[config.mk]
export PLATFORM = sky130hd
export DESIGN_NAME = seg7_disp_src
export DESIGN_NICKNAME = d
export VERILOG_FILES = /design/src/rtl/seg7_disp_src.sv
export SDC_FILE = /design/constraint.sdc
export NUM_CORES = 1
export LEC_CHECK = 0
export CAP_MARGIN = 20
export CORE_MARGIN = 2
export CORE_UTILIZATION = 51
export DETAILED_ROUTE_END_ITERATION = 16
export PLACE_DENSITY = 0.86
export SLEW_MARGIN = 10
export SYNTH_ARGS = -nofsm -noshare
export SYNTH_HDL_FRONTEND = slang
export SYNTH_SLANG_ARGS = --single-unit
[constraint.sdc]
create_clock -name clk -period 4 [get_ports clk]
set_input_delay 0.4 -clock clk [delete_from_list [all_inputs] [get_ports clk]]
set_output_delay 0.4 -clock clk [all_outputs]
set_load 0.005 [all_outputs]
[src/rtl/seg7_disp_src.sv]
// seg7_disp_src: memory-mapped source of the 32-bit hex display word.
// CPU display register, retire counter and a debounced view-step button.
module seg7_disp_src #(
  parameter logic [31:0] BASE_ADDR = 32'hFFFF_0000,
  parameter int          DEB_CNT   = 1_000_000,
  parameter int          DEB_W     = 20
) (
  input  logic        clk,
  input  logic        rst,
  input  logic [31:0] bus_addr,
  input  logic [31:0] bus_wdata,
  input  logic [3:0]  bus_be,
  input  logic        bus_we,
  input  logic        bus_re,
  output logic [31:0] bus_rdata,
  output logic        bus_ack,
  input  logic [31:0] dbg_pc,
  input  logic [31:0] dbg_instr,
  input  logic        dbg_retire,
  input  logic        btn_step,
  output logic [31:0] o_data,
  output logic [1:0]  o_src
);

  localparam logic [29:0] A_DISP = BASE_ADDR[31:2];
  localparam logic [29:0] A_SRC  = A_DISP + 30'd1;
  localparam logic [29:0] A_RET  = A_DISP + 30'd2;
  localparam logic [DEB_W-1:0] DEB_LAST = DEB_W'(DEB_CNT - 1);

  logic [31:0]      disp_q, disp_d;
  logic [1:0]       src_q, src_d;
  logic [31:0]      ret_q, ret_d;
  logic [31:0]      o_data_q, o_data_d;
  logic [1:0]       o_src_q, o_src_d;
  logic             ack_q, ack_d;
  logic [31:0]      rdata_q, rdata_d;
  logic             sync1_q, sync1_d;
  logic             sync2_q, sync2_d;
  logic             deb_q, deb_d;
  logic [DEB_W-1:0] cnt_q, cnt_d;

  logic        hit_disp;
  logic        hit_src;
  logic        hit_ret;
  logic        req;
  logic        wr;
  logic        step;
  logic [31:0] rd_val;
  logic        unused_addr_lsb;

  assign unused_addr_lsb = ^bus_addr[1:0];

  always_comb begin
    hit_disp = (bus_addr[31:2] == A_DISP);
    hit_src  = (bus_addr[31:2] == A_SRC);
    hit_ret  = (bus_addr[31:2] == A_RET);
    req = (bus_we | bus_re) & (hit_disp | hit_src | hit_ret);
    wr  = bus_we;
  end

  // Level is accepted on the DEB_CNT-th consecutive differing cycle.
  always_comb begin
    sync1_d = btn_step;
    sync2_d = sync1_q;
    deb_d   = deb_q;
    cnt_d   = '0;
    step    = 1'b0;
    if (sync2_q != deb_q) begin
      if (cnt_q == DEB_LAST) begin
        deb_d = sync2_q;
        step  = sync2_q;
      end else begin
        cnt_d = cnt_q + DEB_W'(1);
      end
    end
  end

  always_comb begin
    rd_val = '0;
    unique case (1'b1)
      hit_disp: rd_val = disp_q;
      hit_src:  rd_val = {30'd0, src_q};
      hit_ret:  rd_val = ret_q;
      default:  rd_val = '0;
    endcase
    ack_d   = req;
    rdata_d = req ? rd_val : '0;
  end

  always_comb begin
    disp_d = disp_q;
    for (int i = 0; i < 4; i++) begin
      if (wr && hit_disp && bus_be[i]) begin
        disp_d[8*i +: 8] = bus_wdata[8*i +: 8];
      end
    end
  end

  // A bus write to src overrides a coincident step.
  always_comb begin
    src_d = src_q;
    if (step) begin
      src_d = src_q + 2'd1;
    end
    if (wr && hit_src && bus_be[0]) begin
      src_d = bus_wdata[1:0];
    end
  end

  always_comb begin
    ret_d = ret_q;
    if (dbg_retire) begin
      ret_d = ret_q + 32'd1;
    end
    if (wr && hit_ret && (bus_be != 4'd0)) begin
      ret_d = '0;
    end
  end

  always_comb begin
    o_data_d = '0;
    unique case (src_q)
      2'd0:    o_data_d = disp_q;
      2'd1:    o_data_d = dbg_pc;
      2'd2:    o_data_d = dbg_instr;
      default: o_data_d = ret_q;
    endcase
    o_src_d = src_q;
  end

  always_ff @(posedge clk) begin
    if (rst) begin
      disp_q   <= '0;
      src_q    <= '0;
      ret_q    <= '0;
      o_data_q <= '0;
      o_src_q  <= '0;
      ack_q    <= 1'b0;
      rdata_q  <= '0;
      sync1_q  <= 1'b0;
      sync2_q  <= 1'b0;
      deb_q    <= 1'b0;
      cnt_q    <= '0;
    end else begin
      disp_q   <= disp_d;
      src_q    <= src_d;
      ret_q    <= ret_d;
      o_data_q <= o_data_d;
      o_src_q  <= o_src_d;
      ack_q    <= ack_d;
      rdata_q  <= rdata_d;
      sync1_q  <= sync1_d;
      sync2_q  <= sync2_d;
      deb_q    <= deb_d;
      cnt_q    <= cnt_d;
    end
  end

  assign bus_rdata = rdata_q;
  assign bus_ack   = ack_q;
  assign o_data    = o_data_q;
  assign o_src     = o_src_q;

endmodule

==> results by group <==
Setup path
  • Crit. End Element: register
  • Crit start category: input port
  • CP Class: in -> reg
  • Worst r2r path cells: 4
  • Reg2reg start: ret_q[12]
  • R2r setup slk: around 1.6 ns
  • Crit-path max FO: 21
  • Critical Path AT: ~2.8 ns
  • Reg-to-Reg End: ret_q[23]
  • Critical Path RT: approximately 4.4 ns

Power
  • Peak VDD IR: 287 uV
  • Lkg Pwr: around 3.2 nW
  • Flop pwr share: roughly 48%
  • PwrDens: about 350 nW/um2
  • Internal power: between 0.002 and 0.003 W
  • Clock share of power: a little under half
  • Comb power frac: 6.2%
  • Sw Share: 20.4%
  • Sw power: between 0.0006 and 0.0007 W

STA
  • Slew Viols, Final: 0
  • Fin crit share: 61.1%
  • Hold WS: about 0.44 ns
  • Unrepaired setup endpoints after global routing: false
  • Setup Skew: between 0.007 and 0.008 ns
  • TNS Setup: 0 ns
  • Max Fclk: between 400 and 500 MHz
  • Worst-Margin Slew: 0.777 ns
  • Final setup viols: 0
  • Tmin final: 2.44 ns
  • Final hold violations: 0
  • Slew headroom: between 40% and 50%

Detailed routing
  • Routed Antenna Nets: 0
  • Vias: approximately 6700
  • Routed len/inst: about 18 um
  • DR vias/cell: about 5.9
  • Iter 0 DRT Violations: about 640
  • # DRC: 0
  • First-pass DRT Iterations: 9
  • Final wirelength: between 20 and 25 mm

Floorplanning
  • Initial Util: between 50% and 60%
  • Die width: 119 um
  • Die H: 119 um
  • Core Region: 13100 um2
  • I/O pin cnt: between 200 and 250
  • Total Die Area: roughly 14000 um2
  • Cell row count: 42

Logic synthesis
  • Post-synthesis async set-or-reset flop share: 0%
  • Compound-Gate Fraction of Synth Area: 17.7%
  • Post-synthesis mux area share: approximately 5%
  • Synth warn: 0
  • Post-Syn Area: a little under 7000 um2
  • Adder-cell area share of the yosys netlist: approximately 1.1%
  • Sequential share of the synthesized area: a little under half
  • Post-Syn Nets: roughly 930
  • Synthesized area per cell: about 8.6 um2
  • Post-synth top flop: dfxtp_1
  • Synth Area in XOR/XNOR: 2.98%
  • Mapped Cells: 789
  • EDFF count, synth: 0
  • Flops & latches, synth: around 160
  • Post-Synth Simple-Gate Area: approximately 23%
  • Synth cell types: 40
  • Main combinational cell family by area after synthesis: simple AND/OR/NAND/NOR gates

Hold path
  • WHS Path Cells: 1
  • Hold Path Sink: sync2_q
  • Worst Hold Class: reg -> reg
  • Min-delay src: sync1_q

Global routing
  • GR Util met3: 6.27%
  • Met1 GRT Util: 34.4%
  • Largest net degree at the start of global routing: 65
  • Antenna violations before repair: 0
  • Overflow after GRT: 0
  • Number of global-route vias before repair: between 6000 and 7000
  • Busiest layer in global routing: met2
  • First-pass GRT wire length: approximately 32 mm
  • Gr usage total: 28.3%
  • M2 GR Usage: between 40% and 50%

CTS
  • H-tree levels: 4
  • Post-CTS setup buffers: 0
  • PostCTS Resize Cnt: 0
  • CTS clk-pin slew, worst paths: ~0.06 ns
  • Cts hold-fix bufs: 0
  • Root buffer cell: clkbuf_16
  • CTS Buffer Depth: 2
  • Cts bufs inserted: 17
  • CTS tree: yes
  • Clock Latency Late Sink: ~0.42 ns
  • CTS Sinks: about 160

Placed design
  • Post-placement cell area: roughly 8800 um2
  • I/O Buffers: roughly 200
  • Post-DP HPWL: 13.7 mm
  • Placer Congestion: ~0.81

Flow run
  • MaxCap Viol Count: 0

Finish
  • Diode count: 0
  • Fill cells: slightly below 1000
  • Final Instance Area: 9390 um2
  • Area grow syn2layout: 38.8%
  • Share of cells above drive strength 1: under 10%
  • Nets: about 1100

Run status
  • Outcome: finished clean
Yosys cell counts, types with 2 or more instances:
| master | number | area (um2) |
|---|---|---|
| nand3_1 | 48 | 240 |
| buf_1 | 6 | 22.5 |
| a21oi_1 | 95 | 475 |
| o21ai_0 | 50 | 250 |
| nor4_1 | 6 | 37.5 |
| nor3_1 | 6 | 30.0 |
| and2_1 | 2 | 12.5 |
| and3_1 | 3 | 18.8 |
| inv_1 | 12 | 45.0 |
| dfxtp_1 | 156 | 3120 |
| a222oi_1 | 32 | 320 |
| nand4b_1 | 2 | 17.5 |
| nand4_1 | 24 | 150 |
| o31ai_1 | 14 | 105 |
| or4_1 | 16 | 120 |
| nor2_1 | 128 | 480 |
| clkbuf_1 | 55 | 206 |
| xor2_1 | 10 | 87.6 |
| and4_1 | 16 | 140 |
| a31oi_1 | 2 | 12.5 |
| ha_1 | 6 | 75.1 |
| nand2_1 | 17 | 63.8 |
| nor4bb_1 | 6 | 60.1 |
| xnor2_1 | 13 | 114 |
| nor2b_1 | 4 | 25.0 |
| or3_1 | 14 | 87.6 |
| mux2i_1 | 33 | 330 |
stage by stage:
stage	utilization (%)	worst slack [ns]	power, W	instances
final	71.8	1.56	0.00325	1144
after detailed placement	67.5	1.14	0.00179	1113
after CTS	71.6	1.57	0.00327	1143
after floorplan	-	1.95	0.00164	789
after global placement	67.5	1.17	0.00179	1113
after global routing	71.8	1.39	0.00337	1144
area by class of cell:
class	count	area, um2	share of cell area (%)
multi-input combinational	557	3350	35.7
sequential	156	3120	33.2
timing repair buffer	213	2110	22.4
clock buffer	24	482	5.13
tap	176	220	2.34
clock inverter	6	62.6	0.666
inverter	12	45.0	0.480
state kept, by name, summed over array words and instances, names as in the netlist:
signal	cells
sync2_q	1
ret_q	32
sync1_q	1
bus_ack	1
o_data	32
o_src_d	2
deb_q	1
o_src	2
cnt_q	20
disp_q	32
bus_rdata	32
power by group through the flow:
stage | sequential [W] | clock, W | combinational, W
2_1_floorplan | 0.00159 | 0 | 0.0000493
3_3_place_gp | 0.00160 | 0 | 0.000197
3_5_place_dp | 0.00160 | 0 | 0.000198
4_1_cts | 0.00156 | 0.00151 | 0.000200
5_1_grt | 0.00156 | 0.00159 | 0.000214
6_report | 0.00156 | 0.00149 | 0.000201
kinds of logic (layout without fill, tap and decap cells):
| logic type | count (synthesis) | count (layout) |
|---|---|---|
| adder cells (fa/ha/maj) | 6 | 6 |
| AO/OA/AOI/OAI | 197 | 197 |
| flip-flops | 156 | 156 |
| XOR/XNOR | 23 | 23 |
| multiplexers | 33 | 33 |
| AND/OR/NAND/NOR | 298 | 298 |
| buffers and inverters | 76 | 255 |
metal layers:
metal  vias up  share of wire, %
li1       3242                 -
met1      3147                41
met2       299                49
met3        55               6.8
met4         0               3.3
met5         -                 0
critical path, stage by stage:
cell and delay [ns]:
clkdlybuf4s50_1 0.63, nand3_1 0.19, or4_1 0.89, or4_1 0.51
a21oi_1 0.15
worst max-delay path by stage:
stage	startpoint	endpoint	slack (ns)	cells after the start
floorplan	ret_q[0]	ret_q[24]	1.95	6
global placement	dbg_retire	ret_q[29]	1.17	5
detailed placement	dbg_retire	ret_q[31]	1.14	5
CTS	dbg_retire	ret_q[27]	1.57	5
global route	ret_q[12]	ret_q[27]	1.39	4
finish	dbg_retire	ret_q[23]	1.56	5
layout by cell type (no fill, tap or decap), types with 5 or more instances in the layout:
cell type,instances
clkdlybuf4s50_1,200
dfxtp_1,156
nor2_1,128
a21oi_1,95
o21ai_0,50
nand3_1,48
mux2i_1,33
a222oi_1,32
nand4_1,24
nand2_1,17
clkbuf_16,17
and4_1,16
or4_1,16
or3_1,14
o31ai_1,14
xnor2_1,13
inv_1,12
xor2_1,10
buf_4,10
nor3_1,6
nor4bb_1,6
nor4_1,6
ha_1,5
Note: power is estimated with default switching activity, not from simulation.
